$ cat config.mk
export PLATFORM = sky130hd
export DESIGN_NAME = cache_fill_arbiter
export DESIGN_NICKNAME = d
export VERILOG_FILES = /design/src/rtl/cache_fill_arbiter_pkg.sv /design/src/rtl/cache_fill_arbiter_fill_counter.sv /design/src/rtl/cache_fill_arbiter.sv
export SDC_FILE = /design/constraint.sdc
export NUM_CORES = 1
export LEC_CHECK = 0
export BUFFER_PORTS_ARGS = -buffer_cell sky130_fd_sc_hd__buf_2
export CAP_MARGIN = 25
export CORE_MARGIN = 4
export CORE_UTILIZATION = 38
export DETAILED_ROUTE_END_ITERATION = 8
export GPL_ROUTABILITY_DRIVEN = 0
export GPL_TIMING_DRIVEN = 0
export HOLD_SLACK_MARGIN = 0.03
export PLACE_DENSITY = 0.8
export SETUP_SLACK_MARGIN = 0.5
export SYNTH_ARGS = -nofsm -noshare
export SYNTH_HDL_FRONTEND = slang
export SYNTH_SLANG_ARGS = --single-unit
$ cat constraint.sdc
create_clock -name clk -period 1.5 [get_ports clk]
set_input_delay 0.3 -clock clk [delete_from_list [all_inputs] [get_ports clk]]
set_output_delay 0.3 -clock clk [all_outputs]
set_load 0.02 [all_outputs]
$ cat src/rtl/cache_fill_arbiter_pkg.sv
// Shared types and constants for the cache fill arbiter: FSM states,
// block geometry and the fill target encoding.
package cache_fill_arbiter_pkg;

    typedef enum logic [1:0] {
        IDLE = 2'd0,
        FILL = 2'd1,
        DONE = 2'd2
    } fill_state_t;

    localparam int          WORDS_PER_BLOCK   = 8;
    localparam logic [15:0] BLOCK_OFFSET_MASK = 16'h000F;
    localparam logic        FILL_SEL_I        = 1'b0;
    localparam logic        FILL_SEL_D        = 1'b1;

    function automatic logic [15:0] block_base(input logic [15:0] addr);
        return addr & ~BLOCK_OFFSET_MASK;
    endfunction

    // Word index is added as a byte offset; a block-aligned base never carries out.
    function automatic logic [15:0] word_addr(input logic [15:0] base, input logic [2:0] idx);
        return base + {12'h000, idx, 1'b0};
    endfunction

endpackage

$ cat src/rtl/cache_fill_arbiter_fill_counter.sv
// Three-bit word counter with synchronous clear, count enable and a
// terminal flag raised on the last word of a block.
module fill_counter
    import cache_fill_arbiter_pkg::*;
(
    input  logic       clk,
    input  logic       rst_n,
    input  logic       clr,
    input  logic       en,
    output logic [2:0] cnt,
    output logic       last
);

    logic [2:0] cnt_r;

    // Word counter register; clear has priority over enable.
    always_ff @(posedge clk) begin
        if (!rst_n) begin
            cnt_r <= 3'd0;
        end else if (clr) begin
            cnt_r <= 3'd0;
        end else if (en) begin
            cnt_r <= cnt_r + 3'd1;
        end
    end

    assign cnt  = cnt_r;
    assign last = (cnt_r == 3'(WORDS_PER_BLOCK - 1));

endmodule

$ cat src/rtl/cache_fill_arbiter.sv
// Block-fill controller shared by the I- and D-caches. Optional round-robin
// grant is enabled with the CACHE_ARB_RR_EN macro (default: D over I).
module cache_fill_arbiter
    import cache_fill_arbiter_pkg::*;
(
    input  logic        clk,
    input  logic        rst_n,
    input  logic        i_miss,
    input  logic [15:0] i_miss_addr,
    input  logic        d_miss,
    input  logic [15:0] d_miss_addr,
    input  logic [15:0] mem_data,
    input  logic        mem_data_valid,
    output logic [15:0] mem_addr,
    output logic        mem_en,
    output logic        fill_wen,
    output logic        fill_sel,
    output logic [2:0]  fill_word,
    output logic [15:0] fill_data,
    output logic [15:0] fill_addr,
    output logic        fill_tag_wen,
    output logic        i_fill_done,
    output logic        d_fill_done,
    output logic        i_stall,
    output logic        d_stall
);

    fill_state_t state_r;
    fill_state_t next_state_s;
    logic        fill_sel_r;
    logic [15:0] fill_addr_r;
    logic        issue_done_r;
    logic        grant_sel_s;
    logic        take_grant_s;
    logic        cnt_clr_s;
    logic        issuing_s;
    logic        receiving_s;
    logic        busy_s;
    logic [2:0]  issue_cnt_s;
    logic [2:0]  recv_cnt_s;
    logic        issue_last_s;
    logic        recv_last_s;

    assign busy_s       = (state_r != IDLE);
    assign cnt_clr_s    = (state_r != FILL);
    assign issuing_s    = (state_r == FILL) && !issue_done_r;
    assign receiving_s  = (state_r == FILL) && mem_data_valid;
    assign take_grant_s = (state_r == IDLE) && (i_miss || d_miss);

    fill_counter u_issue_cnt (
        .clk   (clk),
        .rst_n (rst_n),
        .clr   (cnt_clr_s),
        .en    (issuing_s),
        .cnt   (issue_cnt_s),
        .last  (issue_last_s)
    );

    fill_counter u_recv_cnt (
        .clk   (clk),
        .rst_n (rst_n),
        .clr   (cnt_clr_s),
        .en    (receiving_s),
        .cnt   (recv_cnt_s),
        .last  (recv_last_s)
    );

`ifdef CACHE_ARB_RR_EN
    logic last_grant_r;

    // Remembers the most recent grant so a contested miss alternates.
    always_ff @(posedge clk) begin
        if (!rst_n) begin
            last_grant_r <= FILL_SEL_I;
        end else if (take_grant_s) begin
            last_grant_r <= grant_sel_s;
        end
    end

    // Round-robin grant: on contention the requester not granted last wins.
    always_comb begin
        grant_sel_s = FILL_SEL_I;
        if (i_miss && d_miss) begin
            grant_sel_s = ~last_grant_r;
        end else if (d_miss) begin
            grant_sel_s = FILL_SEL_D;
        end else begin
            grant_sel_s = FILL_SEL_I;
        end
    end
`else
    // Fixed grant: the D miss belongs to the older instruction.
    always_comb begin
        grant_sel_s = FILL_SEL_I;
        if (d_miss) begin
            grant_sel_s = FILL_SEL_D;
        end else begin
            grant_sel_s = FILL_SEL_I;
        end
    end
`endif

    // State, grant target and issue-complete flag.
    always_ff @(posedge clk) begin
        if (!rst_n) begin
            state_r      <= IDLE;
            fill_sel_r   <= FILL_SEL_I;
            fill_addr_r  <= 16'h0000;
            issue_done_r <= 1'b0;
        end else begin
            state_r <= next_state_s;
            if (take_grant_s) begin
                fill_sel_r  <= grant_sel_s;
                fill_addr_r <= block_base(grant_sel_s ? d_miss_addr : i_miss_addr);
            end
            if (cnt_clr_s) begin
                issue_done_r <= 1'b0;
            end else if (issuing_s && issue_last_s) begin
                issue_done_r <= 1'b1;
            end
        end
    end

    // Next state and the per-state memory / cache strobes.
    always_comb begin
        next_state_s = state_r;
        mem_en       = 1'b0;
        mem_addr     = 16'h0000;
        fill_wen     = 1'b0;
        fill_word    = 3'd0;
        fill_data    = 16'h0000;
        fill_tag_wen = 1'b0;
        i_fill_done  = 1'b0;
        d_fill_done  = 1'b0;
        case (state_r)
            IDLE: begin
                if (i_miss || d_miss) begin
                    next_state_s = FILL;
                end else begin
                    next_state_s = IDLE;
                end
            end
            FILL: begin
                mem_en = issuing_s;
                if (issuing_s) begin
                    mem_addr = word_addr(fill_addr_r, issue_cnt_s);
                end else begin
                    mem_addr = 16'h0000;
                end
                if (mem_data_valid) begin
                    fill_wen  = 1'b1;
                    fill_word = recv_cnt_s;
                    fill_data = mem_data;
                end else begin
                    fill_wen  = 1'b0;
                end
                if (mem_data_valid && recv_last_s) begin
                    next_state_s = DONE;
                end else begin
                    next_state_s = FILL;
                end
            end
            DONE: begin
                fill_tag_wen = 1'b1;
                i_fill_done  = (fill_sel_r == FILL_SEL_I);
                d_fill_done  = (fill_sel_r == FILL_SEL_D);
                next_state_s = IDLE;
            end
            default: begin
                next_state_s = IDLE;
            end
        endcase
    end

    assign fill_sel  = fill_sel_r;
    assign fill_addr = fill_addr_r;
    assign i_stall   = i_miss | (busy_s & (fill_sel_r == FILL_SEL_I));
    assign d_stall   = d_miss | (busy_s & (fill_sel_r == FILL_SEL_D));

endmodule

# Word-level counts from Yosys, hierarchy flattened
# Cells that the tools add are included.
dict set report totals {
  latch_bits 0
  mem_count 0
  romBits 0
  mem_bits_rw 0
  reg_bits 22
  inputBits 53
  wordCells 47
  output_inout_bits 59
}
dict set report classes {
  reduce_logical 10
  addsub 3
  n_mux 17
  n_bitwise 6
  n_div 0
  n_eq_ne 5
  multipliers 0
  shifts 0
  magnitude_cmp 0
}
# cell count
set ops {}
lappend ops {{$mux 16} 5}
lappend ops {{$add 16x4->16} 1}
lappend ops {{$mux 1} 8}
lappend ops {{$add 3x1->3 const B} 2}
lappend ops {{$eq 3x3->1 const B} 2}
lappend ops {{$mux 3} 2}
lappend ops {{$logic_and 1x1->1} 5}
lappend ops {{$pmux 2 s2} 1}
lappend ops {{$and 1x1->1} 2}
lappend ops {{$eq 2x1->1 const B} 1}
lappend ops {{$eq 2x2->1 const B} 1}
lappend ops {{$logic_not 2->1} 1}
lappend ops {{$mux 2} 1}
lappend ops {{$ne 2x1->1 const B} 1}
lappend ops {{$not 1->1} 2}
lappend ops {{$or 1x1->1} 2}
lappend ops {{$reduce_bool 2->1} 1}
lappend ops {{$reduce_or 2->1} 1}
lappend ops {{$logic_not 1->1} 1}
lappend ops {{$logic_or 1x1->1} 1}

# Logic depth before layout (Yosys ltp)
dict set report logic_depth {
  ltp_word 4
  ltp_mapped 6
  mapped_depth_nobuf 5
}

# By module
# Synthesis repeated with hierarchy kept, for this count alone.
dict set report hier_totals {
  hier_cells 149
  area_unflattened_um2 1321.3
}
# module instances seq_area_each_um2 area_per_inst_um2 cells_per_inst
set modules_own_cells {}
lappend modules_own_cells {cache_fill_arbiter 1 320.3 1058.5 125}
lappend modules_own_cells {fill_counter 2 60.1 131.4 12}

# Least setup slack after synthesis
# OpenSTA, ideal clock, no wires.
dict set report synth_timing {
  path_kind {register -> output}
  from {reg state_r[0]}
  to {out mem_addr[10]}
  n_path_buf 1
  slack_ps -54
  stages_incl_launch_ff 5
  arrival_time_ps 1254
  required_time_ps 1200
  cell_sequence {dfxtp_1 -> nor2b_1 -> and2b_1 -> buf_2 -> and2_1}
}
dict set report synth_between {
  elab_chain_cells 4
}
# item line_no
set synth_lines {}
lappend synth_lines {{from (decl)} cache_fill_arbiter.sv:28} ;# fill_state_t state_r;
lappend synth_lines {{from (signal assigned)} cache_fill_arbiter.sv:111} ;# state_r <= next_state_s;
lappend synth_lines {{$eq 2x1->1 (*)} {cache_fill_arbiter.sv:46, cache_fill_arbiter.sv:135}}
lappend synth_lines {{$logic_and 1x1->1} cache_fill_arbiter.sv:46} ;# assign issuing_s = (state_r == FILL) && !issue_done_r;
lappend synth_lines {{$mux 16} cache_fill_arbiter.sv:145} ;# if (issuing_s) begin
lappend synth_lines {{$mux 16 (*)} cache_fill_arbiter.sv:135} ;# case (state_r)
lappend synth_lines {{to (decl)} cache_fill_arbiter.sv:14} ;# output logic [15:0] mem_addr,
# Mark *: on every way between the ends. The rest lies on a longest branch, timed or not.

# Worst setup path after layout
# Same ends and word-level chain as after synthesis.

==> impl_metrics.toml <==
[synth]
synth_cell_types = 28
synth.area.mux_share_pct = 12.11
synth_warnings = 0
synth_compound_area_share_pct = 11.54
postSynthAreaPerCell_um2 = 8.817
yosys.area_share.simple_pct = 29.33
yosys_register_bits = 22
synthXorXnorAreaFrac_pct = 1.325
syn_area_um2 = 1323
netlist_instances = 150
synth_area_leaders = "dfxtp_1 (33%), mux2i_1 (12%), o211a_1 (9.1%)"
synth_fa_ha_area_share_pct = 3.784
synth_top_area_share_pct = 33.30
synth_top_family_by_area = "simple AND/OR/NAND/NOR gates"
synth_area_leader_cell = "dfxtp_1"
synth_seq_area_share_pct = 33.30

[placed_design]
postPlaceCellArea_um2 = 2088
dpl.hpwl_um = 3007
io_buffer_count = 96
place_inst = 296
pre_cts_ws_ns = -0.02601

[layout]
final_cell_mix = "buf_2 (66), buf_6 (38), and3_4 (19)"
syn_to_final_growth_pct = 85.62
multi_input_area_um2 = 1021
finalInstanceArea_um2 = 2455
nNetsFinal = 318
fill_cells = 240
mostFrequentLayoutCell = "buf_2"
seq_area_um2 = 475.5
drive_gt1_share_pct = 74.52
final_cells = 305
num_antenna_cells = 0

[clock_network]
clkSinkCount = 22
htreeDepth = 1
cts-root-buf = "clkbuf_4"
cts_tree = "done"
clock_latency_ns = 0.31
clk_pin_slew_ns = 0.12
holdBufCountCts = 0
clockBufferDepth = 2
cts_made_buffers = 3

[sta]
slew_headroom_pct = 64.21
skew_ns = 0.006167
min_period_ns = 1.739
hold_violations = 0
final_max_slew_viol_count = 0
fmax_mhz = 575.0
post-route-period-util_pct = 115.9
worst_pin_slew_ns = 0.5369
finalSetupViolations = 41
rsz0062_at_grt = "yes"
setup_ws_ns = -0.2390

[route]
post-route-drc-count = 0
routedWlPerCell_um = 14.71
first_iter_violations = 24
drt_first_pass_iters = 4
postRouteAntennaNets = 0
totalWireLength_um = 4486
viasPerCell = 4.951
vias = 1510

[pwr]
power.internal_mw = 1.061
clkPwrFrac_pct = 17.0
comb_power_share_pct = 40.6
p_leak_nw = 1.325
powerDensity_nw_per_um2 = 651.1
seq_power_share_pct = 42.4
sw_frac_of_total_pct = 33.61
p_switching_uw = 537.2
vdd_drop_max_uv = 737.5

[critical_path]
cp.depth = 5
r2r_end = "fill_addr[12]"
crit_arrival_ns = 1.44
critPathKind = "reg -> out"
slowest_delay_ns = 0.37
cp_top_family = "simple AND/OR/NAND/NOR gates"
reg2reg_slack_ns = 0.28
path_common_cell = "buf_6"
cp_max_fo = 5
reg2reg_depth = 4
crit_required_ns = 1.20
r2r-start = "state_r[0]"
cp-end-kind = "output port"
endpoint = "mem_addr[10]"
cp_slowest_cell = "dfxtp_2"
start_kind = "flop"
worst-path-buf-inv = 2
crit_chain = "nor2b_4 > and2b_2 > buf_6 > and2_4 > buf_6"
crit_path_start = "state_r[0]"

[global_route]
grt_max_degree = 12
antenna_found_initial = 0
grtUsageTotal_pct = 19.07
grt_pass1_vias = 1462
grt_pass1_wl_um = 6630
globalRoute.totalOverflow = 0

[outcome]
failed_checks = "setup timing"
status = "finished with violations"

[die]
die_w_um = 67.00
io_pins = 112
fp.coreArea_um2 = 3337
dieArea_um2 = 4488
die_h_um = 67.00
rows = 21
initial_core_util_pct = 39.63

[hold_path]
hold_path.class = "in -> reg"

[job]
maxCapViolations = 0
## power groups by stage
stage	Sequential, mW	Clock (mW)	Combinational (mW)
global placement	0.673	0	0.520
global route	0.686	0.300	0.688
detailed placement	0.674	0	0.527
finish	0.678	0.272	0.648
floorplan	0.714	0	0.315
CTS	0.679	0.279	0.638
## cells by family (layout without fill, tap and decap cells)
kind of cell,after synthesis,in the layout
adders and majority gates,4,4
xor gates and xnor gates,2,2
DFF,22,22
muxes,16,16
and+or+nand+nor,69,69
buffers and inverters,19,124
other,1,5
AOI/OAI and AO/OA,17,17
## state kept, by name, indices dropped and copies added (netlist names)
register / count
fill_addr: 12
u_issue_cnt.cnt: 3
u_recv_cnt.cnt: 3
state_r: 2
fill_sel: 1
issue_done_r: 1
## area by class of cell
| type | instances | area share (%) |
|---|---|---|
| inverters | 1 | 0.1529 |
| clock buffers | 3 | 0.9174 |
| repair buffers | 102 | 30.28 |
| multi-input cells | 113 | 41.59 |
| flip-flops and latches | 22 | 19.37 |
| well taps | 46 | 2.345 |
| plain buffers | 18 | 5.352 |
## stage by stage
stage,hold slack (ns),total power [mW],TNS [ns],utilization (%)
6_report,0.2783,1.598,-8.004,73.57
3_3_place_gp,0.4883,1.193,-0.005224,62.58
4_1_cts,0.2554,1.596,-8.130,72.85
5_1_grt,0.2750,1.674,-10.44,73.57
2_1_floorplan,0.4280,1.028,0,-
3_5_place_dp,0.5018,1.202,-0.1382,62.58
## routing by layer
layer	share of wire (%)	GRT usage [%]	up-vias	wire length (um)
met5	0	0	-	0
met3	7.7	4.553	2	344
met2	53	36.26	59	2391
met1	39	21.44	720	1735
met4	0.31	3.291	0	14
li1	-	-	729	-
## repair_timing
| action | in CTS | in global routing |
|---|---|---|
| gates resized for setup | 100 | 5 |
| endpoints found under the setup margin | 70 | 75 |
| hold endpoints to repair | 0 | 0 |
| pin swaps | 16 | 2 |
| cloned | 1 | 0 |
| setup buffers | 4 | 1 |
## synthesized netlist by cell type
library cell   n
a21o_1         1
clkbuf_1       6
buf_6          2
buf_4          5
clkbuf_2       1
and3_1        19
buf_1          1
xnor2_1        1
o21ai_0        2
nor2b_1        4
or2_1          1
o211a_1       12
a22oi_1        1
nor2_1        10
inv_1          1
nand3_1       12
dfxtp_1       22
nand2_1        3
xor2_1         1
ha_1           4
conb_1         1
and2_4         1
a21boi_0       1
and2_1        17
mux2i_1       16
or2_2          1
and2b_1        1
buf_2          3
## worst min-delay path by stage
stage                         endpoint          startpoint  cells past startpoint  slack (ns)
finish                   fill_addr[15]               rst_n                      2        0.28
detailed placement  u_issue_cnt.cnt[0]  u_issue_cnt.cnt[0]                      2        0.50
floorplan                   state_r[0]               rst_n                      1        0.43
global placement     u_recv_cnt.cnt[1]   u_recv_cnt.cnt[1]                      2        0.49
CTS                      fill_addr[15]               rst_n                      2        0.26
global route             fill_addr[10]               rst_n                      2        0.27
Power figures use the tool's default switching activity.
